File: config.mk
export PLATFORM = sky130hd
export DESIGN_NAME = lsu_ctrl
export DESIGN_NICKNAME = d
export VERILOG_FILES = /design/src/rtl/lsu_ctrl.sv
export SDC_FILE = /design/constraint.sdc
export NUM_CORES = 1
export LEC_CHECK = 0
export CAP_MARGIN = 20
export CORE_MARGIN = 2
export CORE_UTILIZATION = 40
export CTS_BUF_LIST = sky130_fd_sc_hd__clkbuf_4
export CTS_CLUSTER_DIAMETER = 30
export DETAILED_ROUTE_END_ITERATION = 6
export GPL_TIMING_DRIVEN = 0
export HOLD_SLACK_MARGIN = 0.02
export PLACE_DENSITY = 0.8
export SETUP_SLACK_MARGIN = 0.2
export SKIP_CTS_REPAIR_TIMING = 1
export SKIP_LAST_GASP = 1
export SLEW_MARGIN = 10
export SYNTH_ARGS = -nofsm -noshare
export SYNTH_HDL_FRONTEND = slang
export SYNTH_SLANG_ARGS = --single-unit
File: constraint.sdc
create_clock -name clk -period 5.4 [get_ports clk]
set_clock_uncertainty 0.2 [all_clocks]
set_input_delay 0.81 -clock clk [delete_from_list [all_inputs] [get_ports clk]]
set_output_delay 0.81 -clock clk [all_outputs]
set_load 0.05 [all_outputs]
File: src/rtl/lsu_ctrl.sv
// lsu_ctrl: single-outstanding load/store controller between the CPU and a word memory.
// Ports: clk, reset (sync, active-low); req_* in, req_ready out; mem_* request/ack; rsp_* completion.
module lsu_ctrl #(
   parameter int          TIMEOUT_CYC = 16,
   parameter logic [31:0] ADDR_LIMIT  = 32'h0000_3000
) (
   input  logic        clk,
   input  logic        reset,
   input  logic        req_valid,
   output logic        req_ready,
   input  logic        req_we,
   input  logic [1:0]  req_op,
   input  logic        req_sign,
   input  logic [31:0] req_addr,
   input  logic [31:0] req_wdata,
   input  logic [31:0] req_pc,
   output logic        mem_req,
   output logic        mem_we,
   output logic [31:0] mem_addr,
   output logic [3:0]  mem_be,
   output logic [31:0] mem_wdata,
   input  logic        mem_ack,
   input  logic [31:0] mem_rdata,
   output logic        rsp_valid,
   output logic [31:0] rsp_rdata,
   output logic [1:0]  rsp_code,
   output logic [31:0] rsp_pc
);

   localparam int CW = $clog2(TIMEOUT_CYC + 1);

   typedef enum logic [1:0] {S_IDLE, S_REQ, S_RESP} state_t;

   state_t        r_state, w_next;
   logic [CW-1:0] r_cnt;
   logic          r_we, r_sign;
   logic [1:0]    r_op;
   logic [31:0]   r_addr, r_wdata, r_pc, r_rdata;
   logic [1:0]    r_code;

   logic          w_accept, w_hw, w_b, w_w;
   logic          w_mis, w_oor, w_tmo, w_in_req, w_in_rsp;
   logic          w_lhw, w_lb;
   logic [31:0]   w_sh, w_ld;

   // Size decode of the incoming request (op 11 behaves as word).
   assign w_hw = (req_op == 2'b01);
   assign w_b  = (req_op == 2'b10);
   assign w_w  = ~w_hw & ~w_b;

   assign w_accept = req_valid & (r_state == S_IDLE);
   // Misalignment is checked first and wins over range.
   assign w_mis = (w_hw & req_addr[0]) | (w_w & (|req_addr[1:0]));
   assign w_oor = (req_addr >= ADDR_LIMIT);
   // Last REQ cycle before abort; an ack in this same cycle still wins.
   assign w_tmo = (r_cnt == CW'(TIMEOUT_CYC - 1));

   assign w_in_req = (r_state == S_REQ);
   assign w_in_rsp = (r_state == S_RESP);

   // Load extraction: legal accesses are size-aligned, so a plain
   // right shift by the byte offset selects the byte or half lane.
   assign w_lhw = (r_op == 2'b01);
   assign w_lb  = (r_op == 2'b10);
   assign w_sh  = mem_rdata >> {r_addr[1:0], 3'b000};

   always_comb begin
      w_ld = mem_rdata;
      unique case (1'b1)
         w_lb:    w_ld = {{24{r_sign & w_sh[7]}}, w_sh[7:0]};
         w_lhw:   w_ld = {{16{r_sign & w_sh[15]}}, w_sh[15:0]};
         default: w_ld = mem_rdata;
      endcase
   end

   always_comb begin
      w_next = r_state;
      unique case (r_state)
         S_IDLE:  if (w_accept) w_next = (w_mis | w_oor) ? S_RESP : S_REQ;
         S_REQ:   if (mem_ack | w_tmo) w_next = S_RESP;
         S_RESP:  w_next = S_IDLE;
         default: w_next = S_IDLE;
      endcase
   end

   always_ff @(posedge clk) begin
      if (!reset) r_state <= S_IDLE;
      else        r_state <= w_next;
   end

   always_ff @(posedge clk) begin
      if (!reset) begin
         r_cnt   <= '0;
         r_we    <= 1'b0;
         r_sign  <= 1'b0;
         r_op    <= 2'b00;
         r_addr  <= '0;
         r_wdata <= '0;
         r_pc    <= '0;
         r_rdata <= '0;
         r_code  <= 2'b00;
      end else begin
         if (w_accept) begin
            r_cnt   <= '0;
            r_we    <= req_we;
            r_sign  <= req_sign;
            r_op    <= req_op;
            r_addr  <= req_addr;
            r_wdata <= req_wdata;
            r_pc    <= req_pc;
            r_rdata <= '0;
            r_code  <= w_mis ? 2'b01 : (w_oor ? 2'b10 : 2'b00);
         end else if (w_in_req) begin
            if (mem_ack) begin
               r_code  <= 2'b00;
               r_rdata <= r_we ? 32'h0 : w_ld;
            end else if (w_tmo) begin
               r_code  <= 2'b11;
            end else begin
               r_cnt <= r_cnt + CW'(1);
            end
         end
      end
   end

   always_comb begin
      mem_be    = 4'h0;
      mem_wdata = 32'h0;
      if (w_in_req) begin
         unique case (1'b1)
            w_lb: begin
               mem_be    = 4'b0001 << r_addr[1:0];
               mem_wdata = {4{r_wdata[7:0]}};
            end
            w_lhw: begin
               mem_be    = r_addr[1] ? 4'b1100 : 4'b0011;
               mem_wdata = {2{r_wdata[15:0]}};
            end
            default: begin
               mem_be    = 4'b1111;
               mem_wdata = r_wdata;
            end
         endcase
      end
   end

   assign req_ready = (r_state == S_IDLE);
   assign mem_req   = w_in_req;
   assign mem_we    = w_in_req & r_we;
   assign mem_addr  = w_in_req ? {r_addr[31:2], 2'b00} : 32'h0;
   assign rsp_valid = w_in_rsp;
   assign rsp_rdata = w_in_rsp ? r_rdata : 32'h0;
   assign rsp_code  = w_in_rsp ? r_code : 2'b00;
   assign rsp_pc    = w_in_rsp ? r_pc : 32'h0;

endmodule
==> results.cfg <==
[run_status]
status = complete, no violations

[floorplan]
row_count = 48
dieWidth_microns = 137
die_h_microns = 137
dieArea_sq_mm = 0.0186
io_pins = 274
core_sq_mm = 0.0172
start_util_pct = 40.8

[setup_path]
worstPathRequired_ns = 4.39
start_kind = register
cp_slowest_cell = clkdlybuf4s50_1
max_stage_delay_ns = 0.83
crit_family = buffers and inverters
end_kind = output port
arrival_ns = 3.31
critPathMaxFanout = 10
cp_num_buf_inv = 4
cp_cell_sequence = inv_1 -> nor2_1 -> buf_2 -> clkbuf_1 -> and2_1 -> clkdlybuf4s50_1
crit_type = register to output port

[clock_tree]
cts_num_sinks = 141
h-tree-depth = 4
cts_tree = yes
clk_pin_slew_ns = 0.12
cts_buffers = 17
clock-root-buffer = clkbuf_4
clk-insertion-delay-late_ns = 0.55
cts.path.max_buffers = 2

[synth]
yosys.area.top_type = dfxtp_1
ys_warn_count = 0
synth_cells = 874
synthXorXnorAreaFrac_pct = 0.374
synth_top_area_share_pct = 40.2
synth_area_sq_mm = 0.00703
synth_top_family_by_area = simple AND/OR/NAND/NOR gates
seq_area_frac_synth_pct = 40.2
synth_compound_area_share_pct = 23.9
synth.avg_cell_area_sq_um = 8.04
ys_async_sr_fraction_pct = 0
synth_common_cells = 218 x nand2_1, 141 x dfxtp_1, 109 x and2_1
synth-edff-count = 0
yosysMostFrequentCell = nand2_1
ys_types = 52
ys_seq_elements = 141
synth_adder_area_share_pct = 0.890
synth-simple-area-share_pct = 27.3
synth.area.mux_share_pct = 1.62
yosys_most_used_dff = dfxtp_1
synthTopCellsByArea = dfxtp_1 40%, nand2_1 12%, a21boi_0 11%, and2_1 9.7%, a22oi_1 4.1%

[power]
ir_worst_vdd_mv = 0.126
power.leakage_nw = 3.70
p_per_area_mw_per_mm2 = 204

[drt]
drc_errors = 0
final_antenna_net_count = 0
viasPerCell = 5.08
drt-initial-drc-count = 409
drt_pass1_iterations = 6
m1WireLength_microns = 9440
dr_total_vias = 7114
top_layer = met4
wl_per_cell_microns = 16.5
wl_met2_microns = 11100
drt-total-wl_microns = 23100
met3WireLength_microns = 1990

[place]
post-place-cells = 1370
dpl.hpwl_microns = 17800
gp_congestion = 0.842
io_buffers = 270

[sta]
setup_violations = 0
rsz0062_at_grt = no
final.period_utilization_pct = 80.1
hold_viol = 0
fmax_mhz = 231
slew_violations = 0
worst_pin_slew_ns = 0.609
relSlewSlack_pct = 59.4
fin_crit_ns = 4.32
fin_setup_tns_ns = 0

[cells_and_area]
fin_nets = 1305
drive_above_1_share_pct = 6.38
area_delta_synth_final_pct = 45.9
final.fill_count = 1574
final_cells = 1401

[global_routing]
grt_pass1_vias = 6895
grt_usage_pct = 25.0
grt_pass1_wl_microns = 35900
overflow = 0
antenna_found_initial = 1
grt_max_degree = 17

[hold_path]
hold_class = register to register

[run]
drv_cap = 0
==> worst paths after layout <==
path / start / end / slack (ns) / depth (start not counted)
worst max-delay path: r_state[1] / rsp_pc[17] / 1.08 / 6
worst min-delay path: r_addr[20] / r_addr[20] / 0.26 / 2
worst max register to register: r_op[1] / r_rdata[30] / 3.21 / 8
worst min register to register: r_addr[20] / r_addr[20] / 0.26 / 2
==> report_power, final <==
part | switching (mW) | total [mW] | leakage (nW) | internal, mW
sequential | 0.0271 | 1.11 | 1.15 | 1.08
clock | 0.389 | 0.614 | 0.129 | 0.225
combinational | 0.190 | 0.366 | 2.42 | 0.176
total | 0.606 | 2.09 | 3.70 | 1.49
==> cells in the final DEF, fill, tap and decap left out, types with 2 or more instances in the layout <==
cell type,synthesis,layout
clkdlybuf4s50_1,0,270
nand2_1,218,218
dfxtp_1,141,141
and2_1,109,109
a21boi_0,101,101
nor2_1,48,48
a22oi_1,38,38
clkbuf_1,37,37
o21ai_0,24,24
buf_2,20,20
clkbuf_4,0,18
a221o_1,14,14
buf_4,12,12
inv_1,11,11
mux2i_1,10,10
nor2b_1,8,8
o22ai_1,8,8
a311oi_1,7,7
a21oi_1,6,6
nand3_1,5,5
o2bb2ai_1,5,5
nor4_1,5,5
ha_1,5,5
o211ai_1,4,4
clkinv_2,0,4
o21ai_1,3,3
buf_6,2,2
nand2b_1,2,2
o32ai_2,2,2
o21a_1,2,2
xor2_1,2,2
a211oi_1,2,2
conb_1,1,2
clkinv_1,0,2
clkinvlp_4,0,2
inv_6,0,2
==> logic make-up (layout without fill, tap and decap cells) <==
group | count (synthesis) | count (layout)
simple gates | 405 | 405
compound gates | 224 | 224
flops | 141 | 141
buf+inv | 84 | 384
mux | 11 | 11
fa+ha+maj | 5 | 5
xor+xnor | 3 | 3
other cells | 1 | 3
==> worst register-to-register path, cell delays in order (launching register included) <==
cell,delay (ns)
dfxtp_1,0.37
inv_1,0.05
ha_1,0.25
nand2b_1,0.10
clkbuf_1,0.31
o32ai_2,0.18
o2111ai_4,0.33
buf_6,0.19
o21ai_0,0.09
==> per-stage QoR <==
step           instance area [sq um]  worst slack, ns  util, %  power [mW]  hold slack [ns]
2_1_floorplan                   7030             2.42        -        1.32            0.234
3_3_place_gp                   10000             1.58     58.1        1.49            0.245
3_5_place_dp                   10000             1.62     58.1        1.50            0.252
4_1_cts                        10200            0.973     59.5        2.11            0.269
5_1_grt                        10300            0.822     59.5        2.20            0.288
6_report                       10300             1.08     59.5        2.09            0.265
==> layer usage <==
layer,GRT usage [%],vias to the layer above
met3,8.04,42
li1,-,3532
met5,0,-
met4,8.62,0
met1,29.6,3264
met2,42.4,276
==> final cells by class <==
cell class              count  area [sq um]  area share [%]
flip-flops and latches    141          2820            27.5
well taps                 225           282            2.75
multi-input cells         650          3810            37.1
inverters                  12          45.0           0.439
repair buffers            270          2700            26.4
diodes                      1          2.50          0.0244
clock inverters            12          98.8           0.964
clock buffers              18           135            1.32
plain buffers              72           355            3.47
==> sequential cells by signal (all words and copies together) (netlist names) <==
register / cells
r_addr: 32
r_state: 2
r_code: 2
r_rdata: 32
r_cnt: 5
r_pc: 32
r_sign: 1
r_op: 2
r_we: 1
r_wdata: 32
Note: power is estimated with default switching activity, not from simulation.
